$ cat config.mk
export PLATFORM = sky130hd
export DESIGN_NAME = mod_outreg_ctrl
export DESIGN_NICKNAME = d
export VERILOG_FILES = /design/src/rtl/aes_io_pkg.sv /design/src/rtl/mod_outreg_ctrl.sv
export SDC_FILE = /design/constraint.sdc
export NUM_CORES = 1
export LEC_CHECK = 0
export BUFFER_PORTS_ARGS = -buffer_cell sky130_fd_sc_hd__buf_4
export CAP_MARGIN = 20
export CORE_MARGIN = 8
export CORE_UTILIZATION = 44
export CTS_BUF_LIST = sky130_fd_sc_hd__clkbuf_2
export CTS_CLUSTER_SIZE = 14
export DETAILED_ROUTE_END_ITERATION = 10
export PLACE_DENSITY = 0.74
export SLEW_MARGIN = 15
export SYNTH_ARGS = -nofsm -noshare
export SYNTH_HDL_FRONTEND = slang
export SYNTH_SLANG_ARGS = --single-unit
$ cat constraint.sdc
create_clock -name clk -period 1.3 [get_ports clk]
set_input_delay 0.065 -clock clk [delete_from_list [all_inputs] [get_ports clk]]
set_output_delay 0.065 -clock clk [all_outputs]
set_load 0.05 [all_outputs]
$ cat src/rtl/aes_io_pkg.sv
// Shared types for the AES256 core I/O path.
//   AES_BLK_BYTES : bytes per cipher block
//   byte_t        : one byte of block data
//   ctrl_state_t  : output-register sequencer states
package aes_io_pkg;

  localparam int unsigned AES_BLK_BYTES = 16;

  typedef logic [7:0] byte_t;

  typedef enum logic [1:0] {
    IDLE = 2'd0,
    REQ  = 2'd1,
    WAIT = 2'd2,
    HOLD = 2'd3
  } ctrl_state_t;

endpackage

$ cat src/rtl/mod_outreg_ctrl.sv
// Sequencer for the 16-byte parallel-in / byte-serial-out output register.
// Accepts a finished block over blk_valid/blk_ready, pulses reg_wr_en on the
// accept edge, then requests one byte at a time from the register and holds
// each on byte_o until the downstream takes it.
//
// Ports:
//   clk           system clock, posedge
//   resetn        synchronous reset, active-high despite the name
//   blk_valid     upstream block valid (data sits on the register input)
//   blk_ready     controller can accept a block
//   flush         synchronous abort of the current block
//   reg_wr_en     register write enable (combinational with blk_valid)
//   reg_req       one-cycle byte request to the register
//   reg_o         byte from the register, valid the cycle after reg_req
//   reg_empty     register empty flag
//   byte_o        output byte
//   byte_valid    byte_o valid
//   byte_ready    downstream accepts byte_o
//   byte_last     current byte is the final byte of the block
//   busy          sequencer not idle
//   err_underflow sticky: register was empty while bytes were still owed
module mod_outreg_ctrl
  import aes_io_pkg::*;
#(
  parameter int unsigned NBYTES = AES_BLK_BYTES
) (
  input  logic       clk,
  input  logic       resetn,
  input  logic       blk_valid,
  output logic       blk_ready,
  input  logic       flush,
  output logic       reg_wr_en,
  output logic       reg_req,
  input  logic [7:0] reg_o,
  input  logic       reg_empty,
  output logic [7:0] byte_o,
  output logic       byte_valid,
  input  logic       byte_ready,
  output logic       byte_last,
  output logic       busy,
  output logic       err_underflow
);

  localparam int unsigned CW = $clog2(NBYTES);
  localparam logic [CW-1:0] LAST_IDX = CW'(NBYTES - 1);

  ctrl_state_t   state;
  logic [CW-1:0] cnt;

  always_ff @(posedge clk) begin
    if (resetn) begin
      state         <= IDLE;
      cnt           <= '0;
      byte_o        <= '0;
      byte_valid    <= 1'b0;
      err_underflow <= 1'b0;
    end else if (flush && (state != IDLE)) begin
      // Abort wins over any handshake in the same cycle; the register keeps
      // its stale contents until the next accept overwrites them.
      state      <= IDLE;
      byte_valid <= 1'b0;
      cnt        <= '0;
    end else begin
      case (state)
        IDLE: begin
          if (blk_valid) begin
            cnt   <= '0;
            state <= REQ;
          end
        end
        REQ: begin
          if (reg_empty) begin
            err_underflow <= 1'b1;
            state         <= IDLE;
          end else begin
            state <= WAIT;
          end
        end
        WAIT: begin
          byte_o     <= reg_o;
          byte_valid <= 1'b1;
          state      <= HOLD;
        end
        HOLD: begin
          if (byte_ready) begin
            byte_valid <= 1'b0;
            if (cnt == LAST_IDX) begin
              state <= IDLE;
            end else begin
              cnt   <= cnt + 1'b1;
              state <= REQ;
            end
          end
        end
        default: state <= IDLE;
      endcase
    end
  end

  // Write enable follows blk_valid combinationally so the register captures
  // the block on the same edge the controller accepts it.
  always_comb begin
    blk_ready = !resetn && (state == IDLE);
    reg_wr_en = blk_ready && blk_valid;
    reg_req   = !resetn && (state == REQ);
    busy      = (state != IDLE);
    byte_last = byte_valid && (cnt == LAST_IDX);
  end

endmodule
==> impl_metrics.json <==
{
  "crit_path_max_incr_delay_ns": 0.39,
  "ys_types": 27,
  "area_delta_synth_final_pct": 60.5,
  "wl_um": 2050,
  "cts.sinks": 16,
  "finalCritPeriodShare": 1.06,
  "status": "finished, violations left",
  "hold_viol": 1,
  "drv_cap": 0,
  "cts.path.max_buffers": 2,
  "antenna_cells": 0,
  "cts_buffers": 3,
  "wl_per_cell_um": 14.8,
  "p_comb_frac": 0.292,
  "start_util": 0.452,
  "h-tree-depth": 1,
  "ys_seq_elements": 16,
  "fin_crit_ns": 1.38,
  "die_h_um": 57.2,
  "layout-drive-gt1-share": 0.512,
  "timing.critical_path.buf_inv": 1,
  "p_sw_frac": 0.324,
  "max_slew.worst_pin.slew_ns": 0.288,
  "violations": "negative hold slack, negative setup slack",
  "n_fill_cell": 127,
  "synthFlopType": "dfxtp_1",
  "final_nets": 138,
  "viasPerCell": 5.30,
  "drt_iter0_drc": 5,
  "slew_viol_final": 0,
  "core-area_um2": 1650,
  "rows": 15,
  "io_pins": 29,
  "critical_path.top_delay_family": "flip-flops",
  "synth_edf_count": 0,
  "yosysSeqAreaShare": 0.429,
  "finalHoldWorstSlack_ns": -0.00233,
  "required_ns": 1.24,
  "grt_pass1_wl_um": 3260,
  "grt_setup_unrepaired": "yes",
  "ir_worst_vdd_uv": 640,
  "ant_nets": 0,
  "start_kind": "flop",
  "dp_hpwl_um": 1370,
  "synthTopCellsByArea": "dfxtp_1 43%, mux2i_1 12%, nor2_1 8.0%",
  "max_freq_ghz": 0.724,
  "syn_avg_cell_area_um2": 9.34,
  "tritoncts": "yes",
  "power.leakage_nw": 0.487,
  "grt_pass1_vias": 750,
  "die-width_um": 57.2,
  "async_flop_share": 0,
  "setup-violations-final": 3,
  "clock_latency_ns": 0.30,
  "drc": 0,
  "portBuffers": 28,
  "end_kind": "primary output",
  "synth_area_um2": 747,
  "setup_slack_ns": -0.0818,
  "die_area_um2": 3270,
  "synth_common_cells": "16 x dfxtp_1, 16 x nor2_1, 9 x mux2i_1",
  "syn_inst": 80,
  "clock_skew_ns": 0.00346,
  "yosysTopAreaCell": "dfxtp_1",
  "critPathArrivalTime_ns": 1.32,
  "power_frac_clock": 0.214,
  "finalSetupTns_ns": -0.165,
  "clkTransAtPathRegs_ns": 0.15,
  "ys_warn_count": 0,
  "root_buffer": "clkbuf_2",
  "firstDrtPassIters": 4,
  "synth_fp_nets": 95,
  "max_slew_margin": 0.808,
  "power_density_nw_per_um2": 863,
  "dp_slack_ns": -0.00909,
  "path_max_fanout": 4,
  "critPathKind": "reg2out",
  "synth_top_cell_area_share": 0.429,
  "hp-class": "in2reg",
  "p_int_mw": 0.700,
  "grtUsageTotal": 0.122,
  "slowest_stage": "dfxtp_4",
  "place_congestion": 0.800,
  "antenna_found_initial": 0,
  "num_vias": 732,
  "switching_power_mw": 0.335,
  "crit_chain": "ha_4, and3_4, and2_4, buf_8",
  "grt_max_degree": 15,
  "seq_power_share": 0.493,
  "grt-ovfl-total": 0
}
==> path summary, 6_finish.rpt <==
| check | endpoint | slack, ns | depth (start not counted) | from |
|---|---|---|---|---|
| min reg2reg | err_underflow | 0.49 | 2 | err_underflow |
| max | byte_last | -0.08 | 4 | cnt[0] |
| min | byte_o[1] | -0.002 | 3 | reg_o[1] |
| max reg2reg | cnt[3] | -0.01 | 4 | flop |
==> per-layer routing <==
metal | wire length (µm) | GRT usage | up-vias
met5 | 0 | 0 | -
met1 | 823 | 0.127 | 331
met2 | 1050 | 0.205 | 22
met4 | 51 | 0.0738 | 0
met3 | 117 | 0.0399 | 7
li1 | - | - | 372
==> cells by family (layout without fill, tap and decap cells) <==
group | count (synthesis) | count (layout) | share of synthesized area
mux | 9 | 9 | 0.121
buf+inv | 4 | 45 | 0.0402
flops | 16 | 16 | 0.429
compound gates | 11 | 11 | 0.0972
simple gates | 39 | 39 | 0.297
fa+ha+maj | 1 | 1 | 0.0167
==> metrics by stage <==
step           total power, mW  utilization  cell area [µm²]  cells
3_5_place_dp             0.777        0.616             1020    128
6_report                  1.03        0.726             1200    138
5_1_grt                   1.07        0.726             1200    138
3_3_place_gp             0.774        0.616             1020    128
2_1_floorplan            0.694            -              767     80
4_1_cts                   1.01        0.683             1130    136
==> power by group through the flow <==
stage          registers, mW  logic, mW  clock network, mW
2_1_floorplan          0.553      0.141                  0
3_3_place_gp           0.536      0.238                  0
3_5_place_dp           0.536      0.241                  0
4_1_cts                0.511      0.276              0.222
5_1_grt                0.513      0.320              0.241
6_report               0.511      0.302              0.222
==> worst reg2reg max path: stages, from the launching register on <==
cell	delay, ns
dfxtp_4	0.39
buf_6	0.13
or3b_4	0.43
o211ai_1	0.13
a31oi_1	0.12
==> what timing repair did <==
action / CTS / global route
hold endpoints to repair: 2 / 0
gates resized for setup: 17 / 14
hold buffers: 2 / 0
setup endpoints to repair: 12 / 16
pin swaps: 4 / 7
buffers inserted: 3 / 2
==> layout make-up <==
| type | instances | area [µm²] | share of cell area |
|---|---|---|---|
| Clock buffer | 3 | 15.0 | 0.0125 |
| Multi-Input combinational cell | 60 | 469 | 0.391 |
| Sequential cell | 16 | 335 | 0.280 |
| Tap cell | 17 | 21.3 | 0.0177 |
| Timing Repair Buffer | 42 | 358 | 0.299 |
==> registers in the layout, summed over array words and instances (netlist names), named ones only <==
name	count
err_underflow	1
byte_valid	1
cnt	4
byte_o	8
state	1
==> placed cells by master (no fill, tap or decap) <==
cell,netlist,final
buf_8,0,3
nand2_1,2,2
clkbuf_2,0,3
a21oi_1,2,1
buf_4,2,33
nor2_4,0,2
and2_4,0,2
buf_6,1,4
dfxtp_4,0,4
o21ai_2,0,2
nand2b_1,2,1
nand4_1,2,2
or2_4,0,1
nor4bb_1,1,1
nor3b_2,1,1
o211ai_1,3,3
a31oi_1,2,2
or3b_4,0,1
a2bb2oi_1,2,2
dlygate4sd3_1,0,2
a21oi_2,0,1
nand3_4,0,1
dfxtp_1,16,12
or3b_1,3,2
nand4b_1,1,1
ha_4,0,1
mux2i_1,9,8
nand3b_1,1,1
nand3_1,2,2
nor2_1,16,14
or3_1,2,2
mux2i_2,0,1
and3_4,0,1
nand2b_4,0,1
nor2b_1,1,1
Power figures use the tool's default switching activity.
